`config.mk`:
```
export PLATFORM = sky130hd
export DESIGN_NAME = fetch_stage
export DESIGN_NICKNAME = d
export VERILOG_FILES = /design/src/rtl/fetch_stage.sv
export SDC_FILE = /design/constraint.sdc
export NUM_CORES = 1
export LEC_CHECK = 0
export ABC_AREA = 1
export CAP_MARGIN = 40
export CORE_ASPECT_RATIO = 1.2
export CORE_UTILIZATION = 45
export CTS_CLUSTER_DIAMETER = 150
export DETAILED_ROUTE_END_ITERATION = 16
export PLACE_DENSITY = 0.85
export SLEW_MARGIN = 20
export SYNTH_ARGS = -nofsm -noshare
export SYNTH_HDL_FRONTEND = slang
export SYNTH_SLANG_ARGS = --single-unit
export TNS_END_PERCENT = 10
```
`constraint.sdc`:
```
create_clock -name CLK -period 1.9 [get_ports CLK]
set_clock_uncertainty 0.05 [all_clocks]
set_input_delay 0.285 -clock CLK [delete_from_list [all_inputs] [get_ports CLK]]
set_output_delay 0.285 -clock CLK [all_outputs]
set_load 0.01 [all_outputs]
```
`src/rtl/fetch_stage.sv`:
```
// Instruction-fetch stage: PC register, next-PC mux, icache request and F/D latch.
// Fetching stops for good once a HALT instruction is written into F/D; only RST leaves that state.
module fetch_stage #(
    parameter logic [31:0] PC_INIT = 32'h0000_0000,
    parameter logic [5:0]  HALT_OP = 6'h3F,
    parameter int          CNT_W   = 32
) (
    input  logic             CLK,
    input  logic             RST,
    input  logic             pc_wen,
    input  logic [1:0]       pcsrc,
    input  logic [31:0]      branch_addr,
    input  logic [31:0]      jump_addr,
    input  logic [31:0]      jr_addr,
    input  logic [1:0]       fd_state,
    input  logic             ihit,
    input  logic [31:0]      iload,
    output logic             iREN,
    output logic [31:0]      iaddr,
    output logic [31:0]      fd_instr,
    output logic [31:0]      fd_npc,
    output logic             fd_valid,
    output logic             halted,
    output logic [CNT_W-1:0] fetch_cnt,
    output logic             dbg_state
);

    // F/D latch command encoding shared with the hazard unit.
    localparam logic [1:0] PIPE_ENABLE = 2'd0;
    localparam logic [1:0] PIPE_STALL  = 2'd1;
    localparam logic [1:0] PIPE_NOP    = 2'd2;

    typedef enum logic {FETCH = 1'b0, HALTED = 1'b1} state_t;

    state_t      state;
    state_t      state_next;
    logic [31:0] pc;
    logic [31:0] pc_plus4;
    logic [31:0] pc_mux;
    logic        load_fd;
    logic        flush_fd;

    // Icache handshake: iREN is the request, ihit qualifies iload in the same cycle.
    // A request without ihit is a miss and simply repeats next cycle at the same address.
    assign iREN      = (state == FETCH);
    assign iaddr     = pc;
    assign halted    = (state == HALTED);
    assign dbg_state = state;
    assign pc_plus4  = pc + 32'd4;

    always_comb begin
        pc_mux = pc_plus4;
        case (pcsrc)
            2'd1:    pc_mux = branch_addr;
            2'd2:    pc_mux = jump_addr;
            2'd3:    pc_mux = jr_addr;
            default: pc_mux = pc_plus4;
        endcase
    end

    // STALL and the unused encoding fall through to "hold".
    always_comb begin
        flush_fd   = 1'b0;
        load_fd    = 1'b0;
        state_next = state;
        if (state == FETCH) begin
            if (fd_state == PIPE_NOP) begin
                flush_fd = 1'b1;
            end else if (fd_state == PIPE_ENABLE && ihit) begin
                load_fd = 1'b1;
                if (iload[31:26] == HALT_OP) begin
                    state_next = HALTED;
                end
            end
        end
    end

    always_ff @(posedge CLK) begin
        if (RST) begin
            state <= FETCH;
        end else begin
            state <= state_next;
        end
    end

    always_ff @(posedge CLK) begin
        if (RST) begin
            pc        <= PC_INIT;
            fd_instr  <= 32'd0;
            fd_npc    <= 32'd0;
            fd_valid  <= 1'b0;
            fetch_cnt <= '0;
        end else begin
            if (state == FETCH && pc_wen) begin
                pc <= pc_mux;
            end
            if (flush_fd) begin
                fd_instr <= 32'd0;
                fd_npc   <= 32'd0;
                fd_valid <= 1'b0;
            end else if (load_fd) begin
                fd_instr <= iload;
                fd_npc   <= pc_plus4;
                fd_valid <= 1'b1;
                if (fetch_cnt != {CNT_W{1'b1}}) begin
                    fetch_cnt <= fetch_cnt + 1'b1;
                end
            end
        end
    end

endmodule
```
==> metrics.txt <==
post-synthesis net count=1247; Post-DRT Antenna Nets=0; Die Span X=around 120 um; highest fanout seen on the critical path=5; power density normalized to cell area=665 nW/um^2; Rows=49; final worst path period need=1860 ps; die outline height=140 um; final count of hold timing violations=0; Data required, critical path=1560 ps; via density per instance=between 5 and 6; Post-Place Cells=roughly 1600; slack of the critical path=39.1 ps; standard cell core area=15200 um^2; Yosys warning total=0; worst path arrival time=roughly 1500 ps; Worst R2R Path Depth=11; capturing element type of the critical path=output pin; per-instance average area after synthesis=6.39 um^2; Util after Layout=72.4%; num ports=268; WL/cell=~15 um; sequential share of the synthesized area=36.7%; number of buffers added on ports=267; worst setup timing slack at the placement stage=-2.29 ps; Critical Path Source Type=register; number of flops mapped to enable cells by yosys=0; count of distinct cell types in the synthesized netlist=39; First-pass DRT Iterations=6; share of synthesized registers carrying an async set or reset=0%; area of the die=16300 um^2; wire length of the first global-routing pass=38900 um; Final Instance Count excl. Fillers=1618; htree depth=4; clock slew at the register clock pins of the worst setup and hold paths=60 ps; Antenna Cells=0; antenna violations before repair=0; total of endpoints with negative setup slack in the final report=0; fraction of final layout cells with drive strength greater than 1=9.05%; Worst Setup Path Type=reg2out; post-synthesis instance area=7090 um^2; setup total negative slack=0 ps; post-cts hold buffer count=0; highest ir drop seen on vdd=620 uV; Hold Path Cell Cnt=5; number of max-capacitance violations reported=0; Post-DP HPWL=approximately 18000 um; number of global-route vias before repair=7862; synthesized instance count=1109; path category of the worst min-delay check=in2reg; grt ovf=0; worst slew slack as a fraction of its limit=54.5%; Total Power Consumption=7.32 mW; maximum number of pins on one net before global-route repair=53; Final Slew Violations=0; Max Root-Sink Buffers=2; Inserted Clock Buffers=17; slew at the pin closest to its max-slew limit=682 ps; via count=8368; leakage power figure=4.29 nW; routability-driven placement congestion ratio=approximately 0.93; clock tree root buffer cell=sky130_fd_sc_hd__clkbuf_16; Layout Nets=1540; most used flip-flop cell after synthesis=sky130_fd_sc_hd__dfxtp_1; relative area change from synthesis to final layout=55.2%; DRC violation total after the first TritonRoute iteration=672; run status=completed; aggregate routed wire length=24400 um; Sink Count=130; Starting Density=46.6%; flops & latches, synth=130; Remaining DRCs=0; clock tree from TritonCTS=done; post-route fraction of the period consumed by the critical path=a little over nine tenths; timing-limited maximum frequency=0.537 GHz; total track usage=a little over 30%; clock latency on the worst-skew pair=430 ps
[final timing paths]
path                startpoint            end  slack, ps
hold reg to reg   fd_instr[15]   fd_instr[15]        410
setup reg to reg  fetch_cnt[0]  fetch_cnt[21]        100
setup / recovery  fetch_cnt[2]   fetch_cnt[2]         40
hold / removal             RST       fd_valid        270
[critical path, cell delays in order (launching register included)]
cell and delay (ps):
sky130_fd_sc_hd__dfxtp_1 390, sky130_fd_sc_hd__buf_4 170, sky130_fd_sc_hd__clkdlybuf4s50_1 540
[cell families after synthesis]
group | synth area share (%)
simple gates | 36.0
compound gates | 15.9
xor+xnor | 3.33
buf+inv | 7.66
fa+ha+maj | 0.353
flops | 36.7
[synthesized netlist by cell type, types with 4 or more instances]
cell type / count / area, um^2
sky130_fd_sc_hd__xor2_1: 21 / 184
sky130_fd_sc_hd__buf_2: 11 / 55.1
sky130_fd_sc_hd__and2_1: 4 / 25.0
sky130_fd_sc_hd__nand3b_1: 8 / 60.1
sky130_fd_sc_hd__a22oi_1: 25 / 188
sky130_fd_sc_hd__nor2_1: 111 / 417
sky130_fd_sc_hd__o21ai_0: 31 / 155
sky130_fd_sc_hd__xnor2_1: 6 / 52.6
sky130_fd_sc_hd__inv_1: 78 / 293
sky130_fd_sc_hd__o21bai_1: 18 / 135
sky130_fd_sc_hd__nor2_2: 4 / 25.0
sky130_fd_sc_hd__nor3_1: 4 / 20.0
sky130_fd_sc_hd__nand4_1: 6 / 37.5
sky130_fd_sc_hd__o21ai_1: 6 / 30.0
sky130_fd_sc_hd__nand3_1: 52 / 260
sky130_fd_sc_hd__a21oi_1: 82 / 410
sky130_fd_sc_hd__o21a_1: 7 / 52.6
sky130_fd_sc_hd__nand2_1: 432 / 1620
sky130_fd_sc_hd__a21oi_2: 10 / 87.6
sky130_fd_sc_hd__clkbuf_1: 35 / 131
sky130_fd_sc_hd__dfxtp_1: 130 / 2600
[sequential cells by signal, indices dropped and copies added (netlist names)]
signal and count:
iaddr 32, dbg_state 1, fetch_cnt 32, fd_instr 32, fd_valid 1, fd_npc 32
[per-layer routing]
layer	global-route usage (%)	wire, um	up-vias	share of wire (%)
met5	0	0	-	0
met4	14.9	1080	0	4.4
met3	7.01	1680	80	6.9
met2	51.5	12100	390	50
met1	36.2	9510	3767	39
li1	-	-	4131	-
[layout by cell type, fill, tap and decap left out, drive strengths merged]
cell           instances
o21bai                18
ha                     2
xor2                  21
clkbuf                22
o21a                   7
o21ai                 37
dfxtp                130
o221ai                 1
o31ai                  1
nand2                437
o2111ai                1
nor2                 118
clkinvlp               2
nand4                  6
bufinv                 3
a41oi                  2
and2                   4
buf                   60
a22o                   1
a31oi                  2
nand3                 52
a21oi                 92
nor3                   4
inv                   81
a21o                   1
clkdlybuf4s50        266
xnor2                  6
nand3b                 8
a22oi                 25
clkinv                 4
[where the power goes]
| part | internal (mW) | switching, mW | total (mW) |
|---|---|---|---|
| combinational | 0.569 | 0.462 | 1.03 |
| sequential | 2.81 | 0.0891 | 2.90 |
| clock | 2.16 | 1.24 | 3.39 |
[through the flow]
step                cell area [um^2]  hold slack (ps)
floorplan                       7090              383
global placement               10400              398
detailed placement             10400              403
CTS                            11000              266
global route                   11000              290
finish                         11000              273
[layout make-up]
cell class,count,area (um^2)
Clock buffer,22,474
Inverter,81,304
Timing Repair Buffer,326,3240
Clock inverter,9,129
Fill cell,1257,4200
Sequential cell,130,2610
Tap cell,204,255
Multi-Input combinational cell,846,4000
[repair_timing]
action,in CTS,in global routing
endpoints found under the setup margin,3,34
pin swaps,0,1
gates cloned,0,0
gates resized for setup,2,12
setup buffers,0,1
endpoints found under the hold margin,0,0
Power figures use the tool's default switching activity.
